`src/rtl/imem_loader.sv`:
```
// imem_loader -- boot loader for the instruction memory.
//   Takes a byte stream (word count, data words, XOR checksum), packs bytes
//   into 32-bit little-endian words and writes them to word-aligned addresses
//   from 0. The CPU is held in reset until an image passes the length and
//   checksum checks.
// Ports:
//   clk, rst_n           clock / async active-low reset
//   start                pulse: (re)start a load from any state
//   rx_data/rx_valid     incoming byte stream; rx_ready accepts it
//   mem_we/addr/wdata    instruction-memory write port (1-cycle strobe)
//   busy/done/error      load status; cpu_rst_n high only once an image is accepted
module imem_loader #(
  parameter int LENGTH = 32,
  parameter int WIDTH  = 32
) (
  input  logic             clk,
  input  logic             rst_n,
  input  logic             start,
  input  logic [7:0]       rx_data,
  input  logic             rx_valid,
  output logic             rx_ready,
  output logic             mem_we,
  output logic [WIDTH-1:0] mem_addr,
  output logic [31:0]      mem_wdata,
  output logic             busy,
  output logic             done,
  output logic             error,
  output logic             cpu_rst_n
);

  localparam int IW = $clog2(LENGTH + 1);

  typedef enum logic [2:0] {
    S_IDLE, S_LEN, S_DATA, S_CSUM, S_DONE, S_ERR
  } state_t;

  state_t           state_q, state_d;
  logic [1:0]       bcnt_q;
  logic [IW-1:0]    widx_q, len_q;
  logic [7:0]       csum_q;
  logic [31:0]      asm_q, asm_d;
  logic             we_q;
  logic [WIDTH-1:0] addr_q;
  logic [31:0]      wdata_q;

  // A byte arriving together with start belongs to no image and is dropped.
  logic acc, last_byte, last_word, n_ok;
  assign acc       = rx_valid && rx_ready && !start;
  assign last_byte = acc && (bcnt_q == 2'd3);
  assign last_word = (widx_q + IW'(1)) == len_q;

  // Word being assembled, including the byte accepted this cycle.
  always_comb begin
    asm_d = asm_q;
    if (acc) asm_d[{bcnt_q, 3'b000} +: 8] = rx_data;
  end

  assign n_ok = (asm_d != 32'd0) && (asm_d <= 32'(LENGTH));

  // State register
  always_ff @(posedge clk or negedge rst_n) begin
    if (!rst_n) state_q <= S_IDLE;
    else        state_q <= state_d;
  end

  // Next-state logic
  always_comb begin
    state_d = state_q;
    if (start) begin
      state_d = S_LEN;
    end else begin
      case (state_q)
        S_LEN:   if (last_byte) state_d = n_ok ? S_DATA : S_ERR;
        S_DATA:  if (last_byte && last_word) state_d = S_CSUM;
        S_CSUM:  if (acc) state_d = (rx_data == csum_q) ? S_DONE : S_ERR;
        default: state_d = state_q;
      endcase
    end
  end

  // Outputs
  always_comb begin
    rx_ready  = (state_q == S_LEN) || (state_q == S_DATA) || (state_q == S_CSUM);
    busy      = rx_ready;
    done      = (state_q == S_DONE);
    error     = (state_q == S_ERR);
    cpu_rst_n = (state_q == S_DONE);
  end

  assign mem_we    = we_q;
  assign mem_addr  = addr_q;
  assign mem_wdata = wdata_q;

  // Datapath: byte lane counter, word index, checksum, write port registers.
  // The write strobe is registered, so it lands the cycle after the 4th byte.
  always_ff @(posedge clk or negedge rst_n) begin
    if (!rst_n) begin
      bcnt_q  <= '0;
      widx_q  <= '0;
      len_q   <= '0;
      csum_q  <= '0;
      asm_q   <= '0;
      we_q    <= 1'b0;
      addr_q  <= '0;
      wdata_q <= '0;
    end else if (start) begin
      bcnt_q <= '0;
      widx_q <= '0;
      csum_q <= '0;
      asm_q  <= '0;
      we_q   <= 1'b0;
    end else begin
      we_q <= 1'b0;
      if (acc && (state_q == S_LEN || state_q == S_DATA)) begin
        bcnt_q <= bcnt_q + 2'd1;
        asm_q  <= asm_d;
      end
      if (state_q == S_LEN && last_byte) len_q <= IW'(asm_d);
      if (state_q == S_DATA && acc) begin
        csum_q <= csum_q ^ rx_data;
        if (last_byte) begin
          we_q    <= 1'b1;
          addr_q  <= WIDTH'({widx_q, 2'b00});
          wdata_q <= asm_d;
          widx_q  <= widx_q + IW'(1);
        end
      end
    end
  end

endmodule
```
`config.mk`:
```
export PLATFORM = sky130hd
export DESIGN_NAME = imem_loader
export DESIGN_NICKNAME = d
export VERILOG_FILES = /design/src/rtl/imem_loader.sv
export SDC_FILE = /design/constraint.sdc
export NUM_CORES = 1
export LEC_CHECK = 0
export BUFFER_PORTS_ARGS = -buffer_cell sky130_fd_sc_hd__buf_2
export CAP_MARGIN = 20
export CORE_MARGIN = 3
export CORE_UTILIZATION = 45
export CTS_BUF_LIST = sky130_fd_sc_hd__clkbuf_8
export DETAILED_ROUTE_END_ITERATION = 8
export PLACE_DENSITY = 0.67
export SLEW_MARGIN = 20
export SYNTH_ARGS = -nofsm -noshare
export SYNTH_HDL_FRONTEND = slang
export SYNTH_SLANG_ARGS = --single-unit
```
`constraint.sdc`:
```
create_clock -name clk -period 2.8 [get_ports clk]
set_clock_uncertainty 0.2 [all_clocks]
set_input_delay 0.28 -clock clk [delete_from_list [all_inputs] [get_ports clk]]
set_output_delay 0.28 -clock clk [all_outputs]
set_load 0.02 [all_outputs]
```
## Yosys cells after proc, flatten, opt, wreduce, memory -nomap -nowiden

Index checks and enable logic that the tools add are counted.

| word-level totals | value |
|---|---|
| flip-flop bits (word level) | 96 |
| bits of input ports | 12 |
| output and inout port bits | 70 |
| word-level logic and storage cells | 69 |

| cells by class | value |
|---|---|
| add/sub/neg operators | 3 |
| magnitude comparators | 1 |
| equal/unequal tests | 11 |
| shift-type cells | 2 |
| multiplexer cells | 21 |
| bitwise logic cells | 2 |
| reduce and logical (&&, ||, !) cells | 20 |

Operators by type and width:

| kind | number |
|---|---|
| $mux W32 | 3 |
| $bwmux W32 | 1 |
| $le A32 B6 Y1 const B | 1 |
| $reduce_bool A32 Y1 | 1 |
| $shift A8 B7 Y32 const A | 1 |
| $shiftx A8 B7 Y32 | 1 |
| $mux W6 | 3 |
| $mux W8 | 2 |
| $mux W3 | 5 |
| $ne A3 B3 Y1 const B | 3 |
| $pmux W3 S3 | 1 |
| $eq A8 B8 Y1 | 1 |
| $logic_and A1 B1 Y1 | 8 |
| $xor A8 B8 Y8 | 1 |
| $neg A5 Y7 | 1 |
| $add A6 B1 Y6 const B | 1 |
| $eq A3 B2 Y1 const B | 2 |
| $eq A3 B3 Y1 const B | 2 |
| $eq A6 B6 Y1 | 1 |
| $reduce_bool A2 Y1 | 3 |
| $mux W1 | 4 |
| $mux W2 | 2 |
| $reduce_and A2 Y1 | 2 |
| $reduce_and A4 Y1 | 1 |
| other kinds (8) | 9 |

## Logic depth before layout (Yosys ltp)

| depth | value |
|---|---|
| word-level depth | 12 |
| gate-level depth with buffers | 9 |
| depth with buffers taken out | 8 |

## Least setup slack after synthesis

Ideal clock, no wire load.

| path | value |
|---|---|
| kind | flip-flop to flip-flop |
| from | reg bcnt_q[0] |
| to | reg state_q[1] |
| library setup time | 120 ps |
| arrival | 2,088 ps |
| slack | 391 ps |
| cell stages (with the launch flop) | 8 |
| period minus slack after synthesis | 2,409 ps |
| cell sequence | dfrtp_1 > inv_1 > ha_1 > nor3b_1 > o21ai_0 > o2111ai_2 > nor4_4 > a41o_1 |

| between the ends | value |
|---|---|
| word-level cells in the longest chain between the ends | 10 |
| elaborated cells on any way between the ends | 18 |
| those cells by class | 1 x add/sub; 1 x order compare; 3 x eq/ne; 2 x shift; 6 x mux; 5 x reduce/logical |

RTL lines:

| element | line | RTL |
|---|---|---|
| from (decl) | 38 | `logic [1:0] bcnt_q;` |
| from (signal assigned) | 115 | `bcnt_q <= bcnt_q + 2'd1;` |
| $neg A5 Y7 | 55 | `if (acc) asm_d[{bcnt_q, 3'b000} +: 8] = rx_data;` |
| $shiftx A8 B7 Y32 / $shift A8 B7 Y32 (equally long branches) | 55 |  |
| $bwmux W32 | 55 |  |
| $mux W32 | 55 |  |
| $le A32 B6 Y1 / $reduce_bool A32 Y1 (equally long branches) | 58 | `assign n_ok = (asm_d != 32'd0) && (asm_d <= 32'(LENGTH));` |
| $logic_and A1 B1 Y1 | 58 |  |
| $mux W3 (2 in a row) | 73 | `S_LEN: if (last_byte) state_d = n_ok ? S_DATA : S_ERR;` |
| $pmux W3 S3 | 72 | `case (state_q)` |
| $mux W3 | 69 | `if (start) begin` |
| to (signal assigned) | 63 | `else state_q <= state_d;` |
| to (decl) | 37 | `state_t state_q, state_d;` |

Parallel ways exist; a longest one is shown, timed or not. The select of a mux whose other input is x is not followed.
A chain may end at the register's enable or synchronous reset.

## Final worst setup path

| path | value |
|---|---|
| from | reg bcnt_q[0] |
| to | reg state_q[2] |

The elaborated chain is that of the path after synthesis.

==> reports/metrics.csv <==
metric;value;unit
outcome;completed;
Fin Hold WS;0.0727;ns
Tcrit/Tclk final;89.8;%
Worst R2R Path Depth;8;
Root Buffer;clkbuf_8;
clock share of power;32.4;%
Reg clk slew, reported paths;0.09;ns
Fin. Hold Viols;0;
Finished Core Util;51.7;%
DRC viols;0;
drt total wl;12700;um
Die W;113;um
# rows;38;
critical hold path startpoint;rx_valid;
Syn Std Cell Area;0.00514;mm2
Switching Share;28.7;%
highest routed layer;met4;
total CTS buffers;9;
Buf/Inv on CP;1;
Antenna Violating Nets Remaining;0;
# setup viols final;0;
Slew HR;56.9;%
area post-placement;0.00548;mm2
WL/cell;16.4;um
Die Span Y;113;um
Starting DRT DRC Count;231;
WP data arrival;2.59;ns
Congestion Overflow GR;0;
Reg-to-Reg Start;bcnt_q[0]$_DFFE_PN0P_;
CP max-delay cell;dfrtp_1;
Worst setup EP type;register;
Sequential Power Share;53.4;%
met2 wire len;5930;um
Netlist cell types;53;
max incr delay on CP;0.49;ns
RSZ-0062 raised after global routing;no;
Int Pwr;1.96;mW
nets;647;
first-pass GRT wire length;20900;um
IO buf count;55;
pwr dens;484;mW/mm2
total global-route track usage;20.4;%
GPL Wtd Cong;0.880;
hold endpoint;state_q[0]$_DFFE_PN0P_;
initial antenna violation count;0;
fraction of layout cells with a size suffix above 1;16.1;%
Achievable Freq;398;MHz
TritonRoute pass-1 iters;4;
CP Data Required Time;2.88;ns
maximum vdd drop;0.000361;V
Syn Inst Count;582;
met3 wire len;762;um
final instance area;0.00568;mm2
Longest Clk Path Bufs;2;
core area;0.0110;mm2
largest net degree at the start of global routing;40;
synthesis-to-finish area growth;10.6;%
commonest non-fill, non-tap cell in the layout;dfrtp_1;
CP Launch Type;register;
initial core utilization;46.8;%
Clk Latency, worst-skew pair;0.37;ns
r2r endpoint;state_q[2]$_DFFE_PN0P_;
vias in the first global route;4080;
most frequent cells in the layout;dfrtp_1, nand2_1, o21ai_0;
routed vias;4206;
total die area;0.0127;mm2
Synth Warn #;0;
sequential fraction of the synthesis area;46.7;%
CTS tree;built;
DP Wirelength;8800;um
H-tree levels;3;
FF-to-FF setup slack;0.29;ns
Worst Hold Class;input port to register;
Setup Buffers After CTS;0;
total I/O pin count;82;
Post-Syn Area per Cell;8.83;um2
Main synth FF type;dfrtp_1;
CP Cell Sequence;inv_1, ha_1, nor3b_1, o21ai_0, mux2_1, nand4_1, nor4_4, o31ai_1;
Setup TNS Final;0;ns
Static Leak;2.77;nW
maxcap violations;0;
Worst Setup Path Type;register to register;
met1 wire length;5790;um
Post-synth EDFFs;0;
Final Max Slew Viols;0;
vias per cell;5.43;
ant diodes;0;
part of the power in combinational logic;14.2;%
hold path depth;4;
switching power;788;uW
CP delay by family, top;flip-flops;
Sink Count;96;
Post-synth ARST share;100;%
post-synthesis register bit count;96;
Worst Path Max Fanout;10;
min Tclk post-route;2.51;ns
Tightest Pin Transition;0.646;ns
-- cell usage after synthesis, types with 2 or more instances --
cell type	count	area share, %
a21oi_1	30	2.9
a221oi_1	5	0.85
a22o_1	8	1.4
a31oi_1	5	0.61
a32o_1	3	0.58
and2_1	4	0.49
and3_1	21	2.6
and3b_1	2	0.34
buf_4	30	4.4
buf_6	4	0.88
clkbuf_1	34	2.5
clkinv_1	2	0.15
dfrtp_1	96	47
ha_1	6	1.5
inv_1	5	0.37
mux2i_1	3	0.58
nand2_1	92	6.7
nand3_1	35	3.4
nand3_2	2	0.39
nand4_1	2	0.24
nor2_1	52	3.8
nor2b_1	5	0.61
nor3_1	7	0.68
nor3b_1	5	0.73
nor4_1	7	0.85
o211ai_1	2	0.29
o21ai_0	58	5.6
o31ai_1	6	0.88
or3_1	2	0.24
or4_1	2	0.29
xnor2_1	7	1.2
xor2_1	19	3.2
-- sequential cells by signal (all words and copies together), names as in the netlist --
name       count
mem_wdata     32
mem_addr       6
widx_q         6
asm_q         32
csum_q         8
bcnt_q         2
mem_we         1
len_q          6
state_q        3
-- layout make-up --
cell class / count / area (um2)
clock buffers: 9 / 124
clock inverters: 7 / 63.8
fillers: 1015 / 5300
inverters: 7 / 26.3
multi-input cells: 435 / 2410
flip-flops and latches: 96 / 2400
well taps: 140 / 175
repair buffers: 80 / 480
-- per-stage QoR --
| step | instances | power [mW] | worst slack, ns |
|---|---|---|---|
| 6_report | 774 | 2.75 | 0.285 |
| 5_1_grt | 774 | 2.88 | 0.0779 |
| 4_1_cts | 774 | 2.78 | 0.246 |
| 3_5_place_dp | 757 | 1.88 | 0.278 |
| 3_3_place_gp | 757 | 1.87 | 0.388 |
| 2_1_floorplan | 607 | 1.78 | 0.391 |
-- power groups by stage --
stage,Combinational [mW],Clock (mW),Sequential [mW]
4_1_cts,0.386,0.926,1.47
2_1_floorplan,0.296,0,1.48
3_3_place_gp,0.376,0,1.50
5_1_grt,0.431,0.979,1.47
3_5_place_dp,0.384,0,1.50
6_report,0.390,0.892,1.47
-- kinds of logic (layout without fill, tap and decap cells) --
family | after synthesis | count (layout) | synth area share (%)
adder cells (fa/ha/maj) | 6 | 6 | 1.46
AND/OR/NAND/NOR | 247 | 247 | 23.2
XOR/XNOR | 26 | 26 | 4.43
other | 1 | 26 | 0.0730
flip-flops | 96 | 96 | 46.7
multiplexers | 5 | 5 | 1.10
AO/OA/AOI/OAI | 125 | 125 | 14.7
buffers and inverters | 76 | 103 | 8.35
-- repair_timing --
item / in CTS / in global routing
hold buffers: 1 / 0
hold endpoints to repair: 36 / 0
setup endpoints to repair: 0 / 2
gates resized for setup: 0 / 1
-- worst max path at each step --
stage                               start                   endpoint  slack (ns)  cells past startpoint
global placement    bcnt_q[0]$_DFFE_PN0P_  mem_wdata[29]$_DFFE_PN0P_        0.39                      7
CTS                 bcnt_q[0]$_DFFE_PN0P_  mem_wdata[25]$_DFFE_PN0P_        0.25                      7
finish              bcnt_q[0]$_DFFE_PN0P_     state_q[2]$_DFFE_PN0P_        0.29                      8
global route        bcnt_q[0]$_DFFE_PN0P_     state_q[0]$_DFFE_PN0P_        0.08                      8
detailed placement  bcnt_q[0]$_DFFE_PN0P_  mem_wdata[25]$_DFFE_PN0P_        0.28                      7
floorplan           bcnt_q[0]$_DFFE_PN0P_     state_q[1]$_DFFE_PN0P_        0.39                      7
-- worst min-delay path, stage by stage --
cell,delay [ns]
buf_2,0.13
o211ai_1,0.08
a21oi_1,0.07
o31ai_1,0.06
-- per-layer routing --
metal	up-vias	global-route usage, %
met4	0	6.09
li1	2044	-
met2	120	32.7
met5	-	0
met3	22	4.33
met1	2020	28.1
Note: power is estimated with default switching activity, not from simulation.
